## src/rtl/imem_port_arbiter.sv

```systemverilog
// Fetch/data arbiter for a single-ported 1-cycle-latency unified memory.
// Optional starvation guard enabled by defining ARB_STARVE_GUARD_EN.
module imem_port_arbiter #(
    parameter int unsigned STARVE_MAX = 4
) (
    input  logic        clk,
    input  logic        reset,
    input  logic        if_req,
    input  logic [31:0] if_addr,
    output logic        if_gnt,
    output logic        if_rvalid,
    output logic [31:0] if_rdata,
    input  logic        d_req,
    input  logic        d_we,
    input  logic [3:0]  d_be,
    input  logic [31:0] d_addr,
    input  logic [31:0] d_wdata,
    output logic        d_gnt,
    output logic        d_rvalid,
    output logic [31:0] d_rdata,
    output logic        mem_en,
    output logic [3:0]  mem_we,
    output logic [29:0] mem_addr,
    output logic [31:0] mem_wdata,
    input  logic [31:0] mem_rdata,
    output logic        stall_fetch
);

    typedef enum logic [1:0] {
        TAG_NONE = 2'd0,
        TAG_IF   = 2'd1,
        TAG_DATA = 2'd2
    } tag_e;

    tag_e rtag_q, rtag_d;
    logic force_if;
    logic unused_addr_lsbs;

    assign unused_addr_lsbs = ^{if_addr[1:0], d_addr[1:0]};

`ifdef ARB_STARVE_GUARD_EN
    logic [3:0] starve_q, starve_d;

    assign force_if = (starve_q == 4'(STARVE_MAX)) & if_req;

    always_comb begin
        starve_d = starve_q;
        if (if_gnt || !if_req) begin
            starve_d = 4'd0;
        end else if (d_gnt && starve_q != 4'(STARVE_MAX)) begin
            starve_d = starve_q + 4'd1;
        end
    end

    always_ff @(posedge clk or negedge reset) begin
        if (!reset) begin
            starve_q <= 4'd0;
        end else begin
            starve_q <= starve_d;
        end
    end
`else
    assign force_if = 1'b0;
`endif

    assign d_gnt       = d_req & ~force_if;
    assign if_gnt      = if_req & ~d_gnt;
    assign stall_fetch = if_req & ~if_gnt;
    assign mem_en      = if_gnt | d_gnt;

    always_comb begin
        mem_addr  = 30'd0;
        mem_we    = 4'd0;
        mem_wdata = 32'd0;
        if (d_gnt) begin
            mem_addr  = d_addr[31:2];
            mem_wdata = d_wdata;
            if (d_we) begin
                mem_we = d_be;
            end
        end else if (if_gnt) begin
            mem_addr = if_addr[31:2];
        end
    end

    always_ff @(posedge clk or negedge reset) begin
        if (!reset) begin
            rtag_q <= TAG_NONE;
        end else begin
            rtag_q <= rtag_d;
        end
    end

    // Stores return nothing, so they leave the tag at NONE.
    always_comb begin
        rtag_d = TAG_NONE;
        if (if_gnt) begin
            rtag_d = TAG_IF;
        end else if (d_gnt && !d_we) begin
            rtag_d = TAG_DATA;
        end
    end

    always_comb begin
        if_rvalid = 1'b0;
        d_rvalid  = 1'b0;
        if_rdata  = 32'd0;
        d_rdata   = 32'd0;
        unique case (rtag_q)
            TAG_IF: begin
                if_rvalid = 1'b1;
                if_rdata  = mem_rdata;
            end
            TAG_DATA: begin
                d_rvalid = 1'b1;
                d_rdata  = mem_rdata;
            end
            default: ;
        endcase
    end

endmodule
```

## config.mk

```make
export PLATFORM = sky130hd
export DESIGN_NAME = imem_port_arbiter
export DESIGN_NICKNAME = d
export VERILOG_FILES = /design/src/rtl/imem_port_arbiter.sv
export SDC_FILE = /design/constraint.sdc
export NUM_CORES = 1
export LEC_CHECK = 0
export ABC_CLOCK_PERIOD_IN_PS = 1400
export CORE_AREA = 2 2 106 108
export CTS_BUF_LIST = sky130_fd_sc_hd__clkbuf_16
export DETAILED_ROUTE_END_ITERATION = 8
export DIE_AREA = 0 0 108 110
export GPL_TIMING_DRIVEN = 0
export PLACE_DENSITY = 0.66
export SYNTH_ARGS = -nofsm -noshare
export SYNTH_HDL_FRONTEND = slang
export SYNTH_SLANG_ARGS = --single-unit
```

## constraint.sdc

```tcl
create_clock -name clk -period 1.4 [get_ports clk]
set_input_delay 0.28 -clock clk [delete_from_list [all_inputs] [get_ports clk]]
set_output_delay 0.28 -clock clk [all_outputs]
set_load 0.02 [all_outputs]
```

# Word level (Yosys, flattened, before mapping)
# Cells that the tools add are included.
[totals]
reg_bits = 2
latchBits = 0
mem_bits_rw = 0
rom_bits = 0
out_inout_bits = 136
n_memories = 0
[op_classes]
n_addsub = 0
multipliers = 0
n_div = 0
order_cmp = 0
eq_ne = 2
shift = 0
n_mux = 11
bitwise = 5
n_reduce_logical = 2
[op_table]
columns = ["operator", "n"]
rows = [
  ["2-to-1 mux 32 bit", 3],
  ["2-to-1 mux 30 bit", 2],
  ["2-to-1 mux 4 bit", 2],
  ["2-to-1 mux 2 bit", 2],
  ["bitwise AND 1 bit", 2],
  ["equality test 2 x 1 -> 1 bit (second input constant)", 1],
  ["equality test 2 bit (second input constant)", 1],
  ["2-to-1 mux 1 bit", 2],
  ["inverter 1 bit", 2],
  ["logical AND 1 bit", 1],
  ["zero test 1 bit", 1],
  ["OR 1 bit", 1],
]

# Depth between registers and ports, before layout
# Gate-level depths: netlist (run 1).
[logic_depth]
ltp_word = 4
depth_mapped = 5
mapped_depth_nobuf = 2

# Least setup slack after synthesis (run 1)
# OpenSTA, ideal clock, no wires.
[synth_path]
path_type = "input to output"
start = "in d_req"
end = "out mem_addr[29]"
arrival_ps = 1081
required_time_ps = 1120
setup_slack_ps = 39
path_stages = 3
path_buffers = 1
path_cell_list = "buf_6 -> nor2b_1 -> a22o_1"
[synth_between]
elab_chain_len = 4
[synth_rtl]
columns = ["element", "line_no", "source"]
rows = [
  ["from (decl)", "13", "input logic d_req,"],
  ["inverter 1 bit", "67", "assign if_gnt = if_req & ~d_gnt;"],
  ["bitwise AND 1 bit", "67", ""],
  ["via if_gnt", "10", "output logic if_gnt,"],
  ["2-to-1 mux 30 bit", "81", "end else if (if_gnt) begin"],
  ["2-to-1 mux 30 bit", "75", "if (d_gnt) begin"],
  ["to (decl)", "23", "output logic [29:0] mem_addr,"],
]
# The timed path passes the listed nets, and every way through them passes these cells.

# Final worst setup path (run 1)
[layout_path]
start = "reg rtag_q[0]"
end = "out d_rdata[30]"
[layout_between]
elab_chain_len = 2
[layout_rtl]
columns = ["element", "line_no", "source"]
rows = [
  ["from (decl)", "35", "tag_e rtag_q, rtag_d;"],
  ["from (signal assigned)", "90", "rtag_q <= rtag_d;"],
  ["equality test 2 bit", "109", "unique case (rtag_q)"],
  ["2-to-1 mux 32 bit", "109", ""],
  ["to (decl)", "20", "output logic [31:0] d_rdata,"],
]
# No other way between the ends.

==> results of run 1 <==
## synthesized netlist by cell type (all sizes together)
| master | count | share of area [%] |
|---|---|---|
| and2 | 97 | 49 |
| nand2 | 58 | 17 |
| o21ai | 29 | 12 |
| buf | 16 | 10 |
| clkbuf | 5 | 1.7 |
| and3 | 4 | 2.0 |
| nor2b | 3 | 2.1 |
| dfrtp | 2 | 4.0 |
| a22o | 1 | 0.70 |
| and2b | 1 | 0.80 |
| or2 | 1 | 0.50 |
## final cells by class
class                      instances  area, um^2
buffer                            21       185.2
clock buffer                       3       75.07
fill                            1130        6471
multi-input combinational        194        1196
sequential                         2       50.05
tap                              140       175.2
timing repair buffer             276        2545
## how the worst max path moves through the flow
stage               depth (start not counted)  startpoint  slack, ps            to
floorplan                                   3       d_req         40  mem_addr[29]
detailed placement                          5      if_req      -1030  mem_addr[25]
CTS                                         4   rtag_q[0]       -220   d_rdata[30]
global route                                4   rtag_q[0]       -280   d_rdata[27]
finish                                      4   rtag_q[0]       -220   d_rdata[30]
global placement                            5      if_req      -1040  mem_addr[25]
## metal layers
layer  vias up  global-route usage, %
met5         -                      0
met4         0                  3.755
met3        12                  4.115
met2       176                  27.58
met1      1090                  13.32
li1       1232                      -
## power by group through the flow
stage	clock network, mW	logic (mW)	registers [mW]
after floorplan	0	0.498	0.0637
after global placement	0	1.30	0.0649
after detailed placement	0	1.32	0.0652
after CTS	0.436	1.32	0.0645
after global routing	0.442	1.41	0.0649
final	0.430	1.33	0.0644
## what timing repair did
action | in CTS | in global routing
hold endpoints to repair | 0 | 0
gates cloned | 3 | 1
resized for setup | 721 | 57
pin swaps | 21 | 15
setup buffers | 2 | 3
setup endpoints to repair | 135 | 100
## per-stage QoR
step / hold WS [ps] / cell area, um^2 / cells / utilization [%] / TNS [ps]
after floorplan: -15.59 / 1252 / 217 / - / 0
after global placement: 452.4 / 4100 / 624 / 38.33 / -69760
after detailed placement: 454.8 / 4100 / 624 / 38.33 / -71000
after CTS: 226.3 / 4229 / 632 / 39.53 / -10960
after global routing: 237.7 / 4227 / 636 / 39.51 / -14320
final: 227.2 / 4227 / 636 / 39.51 / -10890
## cells by family (layout without fill, tap and decap cells)
family / after synthesis / count (layout) / share of synthesized area [%]
AO/OA/AOI/OAI: 30 / 30 / 12.29
buffers and inverters: 21 / 300 / 11.79
flip-flops: 2 / 2 / 3.996
AND/OR/NAND/NOR: 164 / 164 / 71.93
==> run_results.csv, run 1 <==
group,metric,value,unit
run_status,status,"complete, but fails checks",
run_status,violations,"negative setup slack",
placed_design,globalplace.congestion,0.7193,
setup_path,cp.required,1120,ps
clocking,cts_buffers,3,
die,core_region_area,0.01070,mm^2
detailed_routing,drc,0,
timing,slew_headroom,83.51,%
timing,rsz0062_at_grt,"yes",
detailed_routing,vias,2510,
cells_and_area,nets,635,
synth,ys_types,17,
cells_and_area,area_growth,237.5,%
detailed_routing,top_layer,"met4",
power_and_ir_drop,power_density,431.8,mW/mm^2
run,cap_violations,0,
detailed_routing,met2WireLength,4.814,mm
synth,syn-mean-instance-area,5.772,um^2
synth,netlist_area,0.001252,mm^2
timing,layout_min_cycle_time,1618,ps
global_routing,grt-ovfl-total,0,
cells_and_area,drive_gt1_share,46.17,%
setup_path,crit_arrival,1340,ps
setup_path,critPathMaxStageDelay,380,ps
power_and_ir_drop,pwr-share-clk,23.5,%
setup_path,cp_max_fo,10,
power_and_ir_drop,p_leak,2.074,nW
detailed_routing,drt_first_pass_iters,4,
detailed_routing,wl_met1,3.198,mm
clocking,htree_num_levels,1,
synth,syn_inst,217,
synth,ys_seq_area_share,3.996,%
cells_and_area,largest_register_ffs,2,
setup_path,path_class,"flip-flop to primary output",
clocking,cts_buffer_depth,2,
cells_and_area,final_cell_mix,"127 x clkdlybuf4s50_1, 82 x buf_6, 58 x nand2_1",
power_and_ir_drop,p_seq_share,3.5,%
setup_path,path_buf_inv,2,
power_and_ir_drop,p_comb_share,72.9,%
synth,yosysWarnings,0,
setup_path,path_common_cell,"buf_6",
timing,setup_viol,66,
timing,drv_slew,0,
power_and_ir_drop,power_switching,655.0,uW
setup_path,startpoint_type,"flip-flop",
cells_and_area,antenna_cells,0,
timing,fmaxAchievable,0.6182,GHz
power_and_ir_drop,ir_worst_vdd,275.9,uV
power_and_ir_drop,netSwitchingFraction,35.89,%
clocking,clkTransAtPathRegs,30,ps
clocking,cts-root-buf,"clkbuf_16",
setup_path,crit_path_cell_trace,"and2b_4, buf_6, and2_4, buf_6",
global_routing,grt_usage,13.65,%
die,num_io_pins,273,
setup_path,worst_setup_path_end_kind,"primary output",
detailed_routing,wire_per_inst,14.48,um
placed_design,place_hpwl,7.845,mm
clocking,cts_tree,"done",
cells_and_area,final_common_cell,"clkdlybuf4s50_1",
clocking,cts_hold_buf,0,
power_and_ir_drop,finalPower,1.825,mW
detailed_routing,antenna_left,0,
detailed_routing,wirelength,9.209,mm
timing,setup_ws,-217.6,ps
die,dieHeight,110,um
placed_design,io_buffers,267,
detailed_routing,wl_met3,1.048,mm
timing,finalHoldViolations,0,
cells_and_area,top_register,"rtag_q",
global_routing,antenna_found_initial,0,
synth,ys_ff_latch,2,
hold_path,min-delay-path-class,"input port to async pin",
timing,finalCritPeriodShare,115.5,%
die,design.die.area,0.01188,mm^2
cells_and_area,reg_top3,"rtag_q: 2 flops",
global_routing,grt_max_degree,11,
synth,syn_nets,354,
die,rows,38,
clocking,cts_sinks,2,
setup_path,cp_top_family,"simple AND/OR/NAND/NOR gates",
detailed_routing,vias_per_cell,3.947,
setup_path,cpMaxStageDelayCell,"dfrtp_1",
global_routing,grt_pass1_wl,12.63,mm
placed_design,dp_slack,-1025,ps
global_routing,grt_pass1_vias,2516,
power_and_ir_drop,intPower,1.170,mW
detailed_routing,initialDrtViolationCount,76,
die,start_util,11.71,%
die,die_w,108,um
timing,tightestPinTransition,247.3,ps
(Power assumes the default switching activity.)
==> run 2: changes to the inputs <==
--- a/config.mk
+++ b/config.mk
@@ -5,7 +5,6 @@
 export SDC_FILE = /design/constraint.sdc
 export NUM_CORES = 1
 export LEC_CHECK = 0
-export ABC_CLOCK_PERIOD_IN_PS = 1400
 export CORE_AREA = 2 2 106 108
 export CTS_BUF_LIST = sky130_fd_sc_hd__clkbuf_16
 export DETAILED_ROUTE_END_ITERATION = 8
==> results of run 2 <==
No change in the layout: final DEF, timing and power equal those of run 1.
==> run 3: changes to the inputs <==
--- a/config.mk
+++ b/config.mk
@@ -7,6 +7,7 @@
 export LEC_CHECK = 0
 export CORE_AREA = 2 2 106 108
 export CTS_BUF_LIST = sky130_fd_sc_hd__clkbuf_16
+export CTS_CLUSTER_DIAMETER = 100
 export DETAILED_ROUTE_END_ITERATION = 8
 export DIE_AREA = 0 0 108 110
 export GPL_TIMING_DRIVEN = 0
==> results of run 3 <==
No change in the layout: final DEF, timing and power equal those of run 1.
